**config.mk**
```make
export PLATFORM = sky130hd
export DESIGN_NAME = sweep_scheduler_flat
export DESIGN_NICKNAME = d
export VERILOG_FILES = /design/src/rtl/sweep_pkg.sv /design/src/rtl/sweep_scheduler_if.sv /design/src/rtl/sweep_accum.sv /design/src/rtl/sweep_scheduler.sv /design/src/flat_wrapper.sv
export SDC_FILE = /design/constraint.sdc
export NUM_CORES = 1
export LEC_CHECK = 0
export BUFFER_PORTS_ARGS = -buffer_cell sky130_fd_sc_hd__buf_4
export CORE_MARGIN = 5
export CORE_UTILIZATION = 40
export CTS_CLUSTER_SIZE = 12
export DETAILED_ROUTE_END_ITERATION = 7
export SLEW_MARGIN = 20
export SYNTH_ARGS = -nofsm -noshare
export SYNTH_HDL_FRONTEND = slang
export SYNTH_SLANG_ARGS = --single-unit
```
**constraint.sdc**
```tcl
create_clock -name clk125 -period 6.3 [get_ports clk125]
set_clock_uncertainty 0.2 [all_clocks]
set_input_delay 0.315 -clock clk125 [delete_from_list [all_inputs] [get_ports clk125]]
set_output_delay 0.315 -clock clk125 [all_outputs]
set_load 0.03 [all_outputs]
```
**src/rtl/sweep_pkg.sv**
```systemverilog
// Shared types and constants for the frequency-sweep sequencer.
package sweep_pkg;

  localparam int RES_WIDTH_DEF    = 32;
  localparam int AVG_MAX_LOG2_DEF = 7;
  localparam int ACC_WIDTH        = RES_WIDTH_DEF + AVG_MAX_LOG2_DEF;
  localparam int TIMEOUT_DEF      = 2**20;

  // Sequencer states; the encoding is visible on state_dbg.
  typedef enum logic [2:0] {
    ST_IDLE   = 3'd0,
    ST_SETTLE = 3'd1,
    ST_TRIG   = 3'd2,
    ST_WAIT   = 3'd3,
    ST_EMIT   = 3'd4,
    ST_DONE   = 3'd5
  } state_t;

  // Accumulator width for a given result width and maximum averaging depth:
  // 2^avg_max sums of res_w-bit words never overflow this.
  function automatic int acc_width(input int res_w, input int avg_max);
    return res_w + avg_max;
  endfunction

endpackage

```
**src/rtl/sweep_scheduler_if.sv**
```systemverilog
// Measurement-engine trigger/reply and averaged-result stream of the sweep sequencer.
interface sweep_scheduler_if #(
  parameter int ADDR_WIDTH = 8,
  parameter int RES_WIDTH  = 32
);
  logic                         freq_addr_unused_guard;
  logic [ADDR_WIDTH-1:0]        freq_addr;
  logic                         meas_start;
  logic                         meas_done;
  logic signed [RES_WIDTH-1:0]  meas_modulo;
  logic signed [RES_WIDTH-1:0]  meas_phase;
  logic                         res_valid;
  logic                         res_ready;
  logic [ADDR_WIDTH-1:0]        res_addr;
  logic signed [RES_WIDTH-1:0]  res_modulo;
  logic signed [RES_WIDTH-1:0]  res_phase;

  // Sequencer side: drives the ROM address, the trigger and the result stream.
  modport master (
    output freq_addr, meas_start,
    input  meas_done, meas_modulo, meas_phase,
    output res_valid, res_addr, res_modulo, res_phase,
    input  res_ready
  );

  // Engine / consumer side.
  modport slave (
    input  freq_addr, meas_start,
    output meas_done, meas_modulo, meas_phase,
    input  res_valid, res_addr, res_modulo, res_phase,
    output res_ready
  );
endinterface

```
**src/rtl/sweep_accum.sv**
```systemverilog
// Pair of signed accumulators (modulus, phase) with clear, add-enable and an
// averaged output that already includes the word being added this cycle, so
// the final average can be registered on the same edge as the last add.
module sweep_accum
  import sweep_pkg::*;
#(
  parameter int RES_WIDTH    = 32,
  parameter int AVG_MAX_LOG2 = 7
) (
  input  logic                        clk125,
  input  logic                        areset_n,
  input  logic                        clear,
  input  logic                        add_en,
  input  logic signed [RES_WIDTH-1:0] in_modulo,
  input  logic signed [RES_WIDTH-1:0] in_phase,
  input  logic [2:0]                  shift,
  output logic signed [RES_WIDTH-1:0] avg_modulo,
  output logic signed [RES_WIDTH-1:0] avg_phase
);

  localparam int AW = acc_width(RES_WIDTH, AVG_MAX_LOG2);

  logic signed [AW-1:0] acc_mod_reg;
  logic signed [AW-1:0] acc_ph_reg;
  logic signed [AW-1:0] sum_mod;
  logic signed [AW-1:0] sum_ph;

  assign sum_mod = acc_mod_reg + {{AVG_MAX_LOG2{in_modulo[RES_WIDTH-1]}}, in_modulo};
  assign sum_ph  = acc_ph_reg  + {{AVG_MAX_LOG2{in_phase[RES_WIDTH-1]}}, in_phase};

  // Arithmetic shift floors toward -inf; the average always fits RES_WIDTH.
  assign avg_modulo = RES_WIDTH'(sum_mod >>> shift);
  assign avg_phase  = RES_WIDTH'(sum_ph >>> shift);

  // Accumulator registers: clear has priority over add.
  always_ff @(posedge clk125 or negedge areset_n) begin
    if (!areset_n) begin
      acc_mod_reg <= '0;
      acc_ph_reg  <= '0;
    end else if (clear) begin
      acc_mod_reg <= '0;
      acc_ph_reg  <= '0;
    end else if (add_en) begin
      acc_mod_reg <= sum_mod;
      acc_ph_reg  <= sum_ph;
    end
  end

endmodule

```
**src/rtl/sweep_scheduler.sv**
```systemverilog
// Frequency-sweep sequencer: walks ROM addresses first..last, settles, fires
// 2^avg_log2 measurements per point and streams one averaged result per point.
module sweep_scheduler
  import sweep_pkg::*;
#(
  parameter int ADDR_WIDTH   = 8,
  parameter int RES_WIDTH    = 32,
  parameter int AVG_MAX_LOG2 = 7,
  parameter int TIMEOUT      = TIMEOUT_DEF
) (
  input  logic                  clk125,
  input  logic                  areset_n,
  input  logic                  start,
  input  logic                  abort,
  input  logic [ADDR_WIDTH-1:0] first_addr,
  input  logic [ADDR_WIDTH-1:0] last_addr,
  input  logic [2:0]            avg_log2,
  input  logic [15:0]           settle_cycles,
  sweep_scheduler_if.master     bus,
  output logic                  busy,
  output logic                  done,
  output logic                  error,
  output logic [2:0]            state_dbg
);

  localparam int TW = $clog2(TIMEOUT) + 1;
  localparam int CW = AVG_MAX_LOG2 + 1;

  state_t state_reg, state_next;

  logic                        start_q_reg, start_q2_reg, start_rise;
  logic [ADDR_WIDTH-1:0]       freq_addr_reg, freq_addr_next;
  logic [ADDR_WIDTH-1:0]       last_cfg_reg, last_cfg_next;
  logic [2:0]                  avg_cfg_reg, avg_cfg_next, avg_clamped;
  logic [15:0]                 settle_cfg_reg, settle_cfg_next;
  logic [15:0]                 settle_cnt_reg, settle_cnt_next;
  logic [TW-1:0]               tmo_cnt_reg, tmo_cnt_next;
  logic [CW-1:0]               avg_cnt_reg, avg_cnt_next, avg_last;
  logic [ADDR_WIDTH-1:0]       res_addr_reg, res_addr_next;
  logic signed [RES_WIDTH-1:0] res_mod_reg, res_mod_next;
  logic signed [RES_WIDTH-1:0] res_ph_reg, res_ph_next;
  logic                        error_reg, error_next;
  logic                        acc_clear, acc_add;
  logic signed [RES_WIDTH-1:0] avg_modulo, avg_phase;

  assign start_rise  = start_q_reg & ~start_q2_reg;
  assign avg_clamped = (int'(avg_log2) > AVG_MAX_LOG2) ? 3'(AVG_MAX_LOG2) : avg_log2;
  assign avg_last    = (CW'(1) << avg_cfg_reg) - CW'(1);

  sweep_accum #(
    .RES_WIDTH    (RES_WIDTH),
    .AVG_MAX_LOG2 (AVG_MAX_LOG2)
  ) u_accum (
    .clk125     (clk125),
    .areset_n   (areset_n),
    .clear      (acc_clear),
    .add_en     (acc_add),
    .in_modulo  (bus.meas_modulo),
    .in_phase   (bus.meas_phase),
    .shift      (avg_cfg_reg),
    .avg_modulo (avg_modulo),
    .avg_phase  (avg_phase)
  );

  // State register.
  always_ff @(posedge clk125 or negedge areset_n) begin
    if (!areset_n) state_reg <= ST_IDLE;
    else           state_reg <= state_next;
  end

  // Next-state, counters and result capture; abort overrides every state.
  always_comb begin
    state_next      = state_reg;
    freq_addr_next  = freq_addr_reg;
    last_cfg_next   = last_cfg_reg;
    avg_cfg_next    = avg_cfg_reg;
    settle_cfg_next = settle_cfg_reg;
    settle_cnt_next = settle_cnt_reg;
    tmo_cnt_next    = tmo_cnt_reg;
    avg_cnt_next    = avg_cnt_reg;
    res_addr_next   = res_addr_reg;
    res_mod_next    = res_mod_reg;
    res_ph_next     = res_ph_reg;
    error_next      = error_reg;
    acc_clear       = 1'b0;
    acc_add         = 1'b0;
    if (abort) begin
      state_next   = ST_IDLE;
      acc_clear    = 1'b1;
      avg_cnt_next = '0;
    end else begin
      case (state_reg)
        ST_IDLE: begin
          if (start_rise) begin
            freq_addr_next  = first_addr;
            last_cfg_next   = last_addr;
            avg_cfg_next    = avg_clamped;
            settle_cfg_next = settle_cycles;
            settle_cnt_next = settle_cycles;
            avg_cnt_next    = '0;
            acc_clear       = 1'b1;
            error_next      = 1'b0;
            state_next      = (first_addr > last_addr) ? ST_DONE : ST_SETTLE;
          end
        end
        ST_SETTLE: begin
          if (settle_cnt_reg == 16'd0) state_next = ST_TRIG;
          else                         settle_cnt_next = settle_cnt_reg - 16'd1;
        end
        ST_TRIG: begin
          tmo_cnt_next = '0;
          state_next   = ST_WAIT;
        end
        ST_WAIT: begin
          if (bus.meas_done) begin
            acc_add      = 1'b1;
            avg_cnt_next = avg_cnt_reg + CW'(1);
            if (avg_cnt_reg == avg_last) begin
              res_mod_next  = avg_modulo;
              res_ph_next   = avg_phase;
              res_addr_next = freq_addr_reg;
              state_next    = ST_EMIT;
            end else begin
              state_next = ST_TRIG;
            end
          end else if (tmo_cnt_reg == TW'(TIMEOUT - 1)) begin
            error_next = 1'b1;
            state_next = ST_DONE;
          end else begin
            tmo_cnt_next = tmo_cnt_reg + TW'(1);
          end
        end
        ST_EMIT: begin
          if (bus.res_ready) begin
            // Compare before incrementing so last==all-ones never wraps.
            if (freq_addr_reg == last_cfg_reg) begin
              state_next = ST_DONE;
            end else begin
              freq_addr_next  = freq_addr_reg + ADDR_WIDTH'(1);
              acc_clear       = 1'b1;
              avg_cnt_next    = '0;
              settle_cnt_next = settle_cfg_reg;
              state_next      = ST_SETTLE;
            end
          end
        end
        ST_DONE: begin
          if (!start) state_next = ST_IDLE;
        end
        default: state_next = ST_IDLE;
      endcase
    end
  end

  // Datapath registers and the two-stage start edge detector.
  always_ff @(posedge clk125 or negedge areset_n) begin
    if (!areset_n) begin
      start_q_reg    <= 1'b0;
      start_q2_reg   <= 1'b0;
      freq_addr_reg  <= '0;
      last_cfg_reg   <= '0;
      avg_cfg_reg    <= '0;
      settle_cfg_reg <= '0;
      settle_cnt_reg <= '0;
      tmo_cnt_reg    <= '0;
      avg_cnt_reg    <= '0;
      res_addr_reg   <= '0;
      res_mod_reg    <= '0;
      res_ph_reg     <= '0;
      error_reg      <= 1'b0;
    end else begin
      start_q_reg    <= start;
      start_q2_reg   <= start_q_reg;
      freq_addr_reg  <= freq_addr_next;
      last_cfg_reg   <= last_cfg_next;
      avg_cfg_reg    <= avg_cfg_next;
      settle_cfg_reg <= settle_cfg_next;
      settle_cnt_reg <= settle_cnt_next;
      tmo_cnt_reg    <= tmo_cnt_next;
      avg_cnt_reg    <= avg_cnt_next;
      res_addr_reg   <= res_addr_next;
      res_mod_reg    <= res_mod_next;
      res_ph_reg     <= res_ph_next;
      error_reg      <= error_next;
    end
  end

  assign bus.freq_addr  = freq_addr_reg;
  assign bus.meas_start = (state_reg == ST_TRIG);
  assign bus.res_valid  = (state_reg == ST_EMIT);
  assign bus.res_addr   = res_addr_reg;
  assign bus.res_modulo = res_mod_reg;
  assign bus.res_phase  = res_ph_reg;
  assign busy           = (state_reg != ST_IDLE) && (state_reg != ST_DONE);
  assign done           = (state_reg == ST_DONE);
  assign error          = error_reg;
  assign state_dbg      = state_reg;

endmodule

```
**src/flat_wrapper.sv**
```systemverilog
// flat-port wrapper written by rule: the top's interface ports become plain ports
module sweep_scheduler_flat import sweep_pkg::*;
#(
  parameter int ADDR_WIDTH   = 8,
  parameter int RES_WIDTH    = 32,
  parameter int AVG_MAX_LOG2 = 7,
  parameter int TIMEOUT      = TIMEOUT_DEF
)
  (clk125, areset_n, start, abort, first_addr, last_addr, avg_log2, settle_cycles, busy, done, error, state_dbg, bus_freq_addr, bus_meas_start, bus_meas_done, bus_meas_modulo, bus_meas_phase, bus_res_valid, bus_res_addr, bus_res_modulo, bus_res_phase, bus_res_ready);
  sweep_scheduler_if #(.ADDR_WIDTH(ADDR_WIDTH), .RES_WIDTH(RES_WIDTH)) bus_i ();
  input  logic clk125;
  input  logic areset_n;
  input  logic start;
  input  logic abort;
  input  logic [ADDR_WIDTH-1:0] first_addr;
  input  logic [ADDR_WIDTH-1:0] last_addr;
  input  logic [2:0] avg_log2;
  input  logic [15:0] settle_cycles;
  output logic busy;
  output logic done;
  output logic error;
  output logic [2:0] state_dbg;
  output wire logic [$bits(bus_i.freq_addr)-1:0] bus_freq_addr;
  output wire logic [$bits(bus_i.meas_start)-1:0] bus_meas_start;
  input wire logic [$bits(bus_i.meas_done)-1:0] bus_meas_done;
  input wire logic [$bits(bus_i.meas_modulo)-1:0] bus_meas_modulo;
  input wire logic [$bits(bus_i.meas_phase)-1:0] bus_meas_phase;
  output wire logic [$bits(bus_i.res_valid)-1:0] bus_res_valid;
  output wire logic [$bits(bus_i.res_addr)-1:0] bus_res_addr;
  output wire logic [$bits(bus_i.res_modulo)-1:0] bus_res_modulo;
  output wire logic [$bits(bus_i.res_phase)-1:0] bus_res_phase;
  input wire logic [$bits(bus_i.res_ready)-1:0] bus_res_ready;
  assign bus_freq_addr = bus_i.freq_addr;
  assign bus_meas_start = bus_i.meas_start;
  assign bus_i.meas_done = bus_meas_done;
  assign bus_i.meas_modulo = bus_meas_modulo;
  assign bus_i.meas_phase = bus_meas_phase;
  assign bus_res_valid = bus_i.res_valid;
  assign bus_res_addr = bus_i.res_addr;
  assign bus_res_modulo = bus_i.res_modulo;
  assign bus_res_phase = bus_i.res_phase;
  assign bus_i.res_ready = bus_res_ready;
  sweep_scheduler #(.ADDR_WIDTH(ADDR_WIDTH), .RES_WIDTH(RES_WIDTH), .AVG_MAX_LOG2(AVG_MAX_LOG2), .TIMEOUT(TIMEOUT)) u_core (.clk125(clk125), .areset_n(areset_n), .start(start), .abort(abort), .first_addr(first_addr), .last_addr(last_addr), .avg_log2(avg_log2), .settle_cycles(settle_cycles), .bus(bus_i), .busy(busy), .done(done), .error(error), .state_dbg(state_dbg));
endmodule
```
Yosys cells after proc, flatten, opt, wreduce, memory -nomap -nowiden. Cells that the tools add are included.

Add/sub/neg operators: 7. $lt $le $gt $ge: 1. Equal/unequal tests: 23. Shift operators: 3. Mux-type cells: 45. Bitwise gates (word level): 3. Reduce and logical (&&, ||, !) cells: 18.

Operators with widths (count): 2-to-1 mux 39 bit (4); adder 39 bit (2); >>> shifter 39 x 3 -> 32 bit (2); 2-to-1 mux 16 bit (4); 2-to-1 mux 8 bit (8); one-hot mux 16 bit (3 select lines) (1); 2-to-1 mux 21 bit (2); one-hot mux 21 bit (2 select lines) (1); 2-to-1 mux 3 bit (10); one-hot mux 8 bit (3 select lines) (1); adder 21 x 1 -> 21 bit (second input constant) (1); equality test 21 x 20 -> 1 bit (second input constant) (1); AND reduction 5 bit (4); one-hot mux 3 bit (6 select lines) (1); adder 8 x 1 -> 8 bit (second input constant) (2); equality test 8 bit (2); zero test 16 bit (1); one-hot mux 8 bit (2 select lines) (1); subtractor 16 x 1 -> 16 bit (second input constant) (1); inequality test 3 bit (second input constant) (4); 2-to-1 mux 1 bit (10); inequality test 3 x 2 -> 1 bit (second input constant) (3); > comparator 8 bit (1); inequality test 2 bit (second input constant) (4); other kinds (18) (29).

Register bits: 236. Input port bits: 105. Output and inout bits: 88.

Longest topological paths before layout.
Word-level depth: 7. Gate-level depth with buffers: 15. Depth with buffers taken out: 13.

Modules after synthesis. From an unflattened synthesis, not the netlist that was laid out.

Cell total of the unflattened synthesis: 1923. Area total of the unflattened synthesis: 17682.0 um2.

Modules (own cells, without submodules): sweep_accum (times used 1, cells each 1228, area each 9965.8 um2, seq. area each 1951.9 um2); sweep_scheduler (times used 1, cells each 695, area each 7716.2 um2, seq. area each 3953.8 um2).

Worst setup path before layout. OpenSTA, ideal clock, no wires.

Path kind: reg-to-reg. Start point: reg u_core.avg_cfg_reg[0]. End point: reg u_core.res_ph_reg[23], in the netlist u_core.bus.res_phase[23]. Setup time: 0.087 ns. Arrival: 2.850 ns. Required time: 6.013 ns. Setup slack: 3.164 ns. Stages on the path, launching flop included: 15. Path buffers: 3. Path through: dfrtp_1 -> clkbuf_1 -> buf_1 -> nand2_1 -> ha_1 -> xor2_1 -> a21boi_0 -> mux2i_1 -> nand3_1 -> a21oi_1 -> nand2_1 -> clkbuf_1 -> nor2_1 -> o211ai_1 -> o211ai_1.

Word-level cells in the longest chain between the ends: 4. Elaborated cells between the ends (all ways): 5.

RTL lines: start: declaration (RTL line sweep_scheduler.sv:34) `logic [2:0] avg_cfg_reg, avg_cfg_next, avg_clamped;`; start signal: assignment (RTL line sweep_scheduler.sv:176) `avg_cfg_reg <= avg_cfg_next;`; left shift 1 x 3 -> 8 bit (RTL line sweep_scheduler.sv:48) `assign avg_last = (CW'(1) << avg_cfg_reg) - CW'(1);`; subtractor 8 x 2 -> 8 bit (RTL line sweep_scheduler.sv:48); equality test 8 bit (RTL line sweep_scheduler.sv:118) `if (avg_cnt_reg == avg_last) begin`; AND reduction 4 bit (no line); end signal: assignment (RTL line sweep_scheduler.sv:183) `res_ph_reg <= res_ph_next;`; end: declaration (RTL line sweep_scheduler.sv:41) `logic signed [RES_WIDTH-1:0] res_ph_reg, res_ph_next;`.

Parallel ways exist; a longest one is shown, timed or not. A chain may end at the register's enable or synchronous reset.

Worst setup path in the final report.
Start point: reg u_core.avg_cfg_reg[0]. End point: reg u_core.res_ph_reg[28], in the netlist u_core.bus.res_phase[28].

The elaborated chain is that of the path after synthesis.

==> out/qor.yml <==
cp_data_required_time_ns: 6.61
rsz0062_at_grt: "no"
hold_end: "u_core.u_accum.acc_mod_reg[38]$_DFFE_PN0P_"
path_max_fanout: 40
cts.reportedPaths.clkPinSlew_ns: 0.06
grt_pass1_wl_um: 87300
start_util_pct: 40.4
setup_violations: 0
antenna_found_initial: 0
hold_viol: 0
io_pins: 193
cts_setup_buffers: 0
final_area_sq_mm: 0.0202
synth_area_leaders: "dfrtp_1 (35%), ha_1 (6.6%), nand2_1 (6.1%), a21oi_1 (5.1%), o21ai_0 (4.7%)"
irDropWorstVdd_mv: 0.274
synthCells: 1990
synthArstFlopShare_pct: 100
post-synth-top-area-fraction_pct: 34.8
relSlewSlack_pct: 31.0
worst_setup_path_start_kind: "flop"
cts_tree: "built"
vias: 16000
h-tree-depth: 1
cts-resized-gates: 0
tightestPinTransition_ns: 1.03
dp_cells: 2613
cts_root_buf: "clkbuf_16"
seq_area_frac_synth_pct: 34.8
cp.arrival_ns: 4.90
cap_violations: 0
synth_nets: 2186
gr-usage-all-layers_pct: 22.6
clock_sinks: 236
dieArea_sq_mm: 0.0466
grt_max_degree: 146
placed_cell_area_sq_mm: 0.0187
insertedDiodeCount: 0
dp_slack_ns: 1.81
gp_routability_congestion: 0.937
synth_common_cells: "nand2_1 (276), dfrtp_1 (236), a21oi_1 (173), o21ai_0 (160), nor2_1 (149)"
crit_path_end_kind: "flop"
final_max_slew_viol_count: 0
drtAntennaViolNets: 0
synth_edf_count: 0
fmax_mhz: 218
routedWlPerCell_um: 20.1
min_from: "bus_meas_modulo[31]"
drtIter0Drc: 1271
postLayoutCoreUtil_pct: 48.1
synth-main-ff-cell: "dfrtp_1"
area_delta_synth_final_pct: 19.0
synth.cell_area_sq_mm: 0.0170
fillers: 3983
clk_latency_ns: 0.59
core_sq_mm: 0.0419
yosysUniqueCellTypes: 92
port_buffers: 192
detail_route.first_pass.iterations: 6
dpl.hpwl_um: 39900
drc: 0
die_y_um: 216
row_count: 75
synth_area_leader_cell: "dfrtp_1"
setup_ws_ns: 1.70
finalNetCount: 2342
timing.rr.end: "u_core.bus.res_phase[28]$_DFFE_PN0P_"
synth.avg_cell_area_sq_um: 8.52
dieWidth_um: 216
power.static_leakage_nw: 9.29
holdCritPathClass: "input port to flop"
outcome: "completed"
min_path_cells: 4
ys_warn_count: 0
overflow: 0
path_class: "flop to flop"
fin_tns_setup_ns: 0
timing.final.crit_period_ns: 4.60
r2r.worst_path.cells: 10
finalCritPeriodShare_pct: 72.9
rrSetupSlack_ns: 1.70
vias_per_cell: 5.91
drt-total-wl_um: 54500
synth-seq-cells: 236
total_power_mw: 6.73
powerDensity_mw_per_mm2: 334
cts_buffer_depth: 3
timing.rr.start: "u_core.avg_cfg_reg[0]$_DFFE_PN0P_"
whs_ns: 0.0427
layout.cells.non_filler: 2708
cts_made_buffers: 30
layout-drive-gt1-share_pct: 16.0
ctsHoldBuffers: 40
yosysMostFrequentCell: "nand2_1"
grt_pass1_vias: 15600
crit_start: "u_core.avg_cfg_reg[0]$_DFFE_PN0P_"
-- area by class of cell --
type	instances	area (sq um)	share of cell area [%]
multi-input cells	1585	10400	51.6
flip-flops and latches	236	5910	29.3
repair buffers	245	1960	9.71
clock buffers	41	872	4.32
well taps	539	674	3.34
inverters	48	181	0.899
clock inverters	14	171	0.850
-- layout by cell type, fill, tap and decap left out, drive strengths merged, types with 29 or more instances in the layout --
cell type,count
a21oi,177
a22o,39
buf,205
clkbuf,41
dfrtp,236
dlygate4sd3,40
ha,89
inv,45
mux2,46
mux2i,58
nand2,278
nand3,41
nand4,29
nor2,151
nor3,31
o21ai,179
xnor2,56
xor2,46
-- worst max-delay path by stage --
stage | cells past startpoint | endpoint | slack [ns]
after floorplan | 14 | u_core.bus.res_phase[23]$_DFFE_PN0P_ | 3.16
after global placement | 10 | u_core.bus.res_phase[28]$_DFFE_PN0P_ | 1.95
after detailed placement | 10 | u_core.bus.res_phase[28]$_DFFE_PN0P_ | 1.81
after CTS | 10 | u_core.bus.res_phase[28]$_DFFE_PN0P_ | 1.74
after global routing | 10 | u_core.bus.res_phase[28]$_DFFE_PN0P_ | 1.37
final | 10 | u_core.bus.res_phase[28]$_DFFE_PN0P_ | 1.70
-- routing by layer --
metal  up-vias  wire (um)  GRT usage, %
li1       7592          -             -
met5         -          0             0
met3        89       3340          3.66
met2       522      25500          37.0
met4         0       1430          5.94
met1      7790      24200          31.2
-- worst max-delay path: stages (launching register included) --
cell and delay (ns):
dfrtp_2 0.57, buf_4 0.33, clkinv_2 0.55, nand2_1 0.10, o22ai_1 0.16, nand3_1 0.09
a21oi_1 0.31, and2_2 0.77, nand2_1 0.74, a221oi_1 0.47, a221o_1 0.16
-- report_power, final --
group | internal (mW) | leakage (nW) | switching [mW]
clock | 1.09 | 0.508 | 0.716
combinational | 1.11 | 5.60 | 1.80
sequential | 1.74 | 3.19 | 0.277
total | 3.94 | 9.29 | 2.80
-- cells by family after synthesis --
| family | count (synthesis) | share of synthesized area, % |
|---|---|---|
| AOI/OAI and AO/OA | 634 | 24.0 |
| buffers and inverters | 169 | 3.96 |
| xor gates and xnor gates | 103 | 5.40 |
| and+or+nand+nor | 646 | 17.6 |
| DFF | 236 | 34.8 |
| adders and majority gates | 91 | 6.80 |
| muxes | 111 | 7.41 |
No activity file was read; power rests on OpenSTA's default activity.
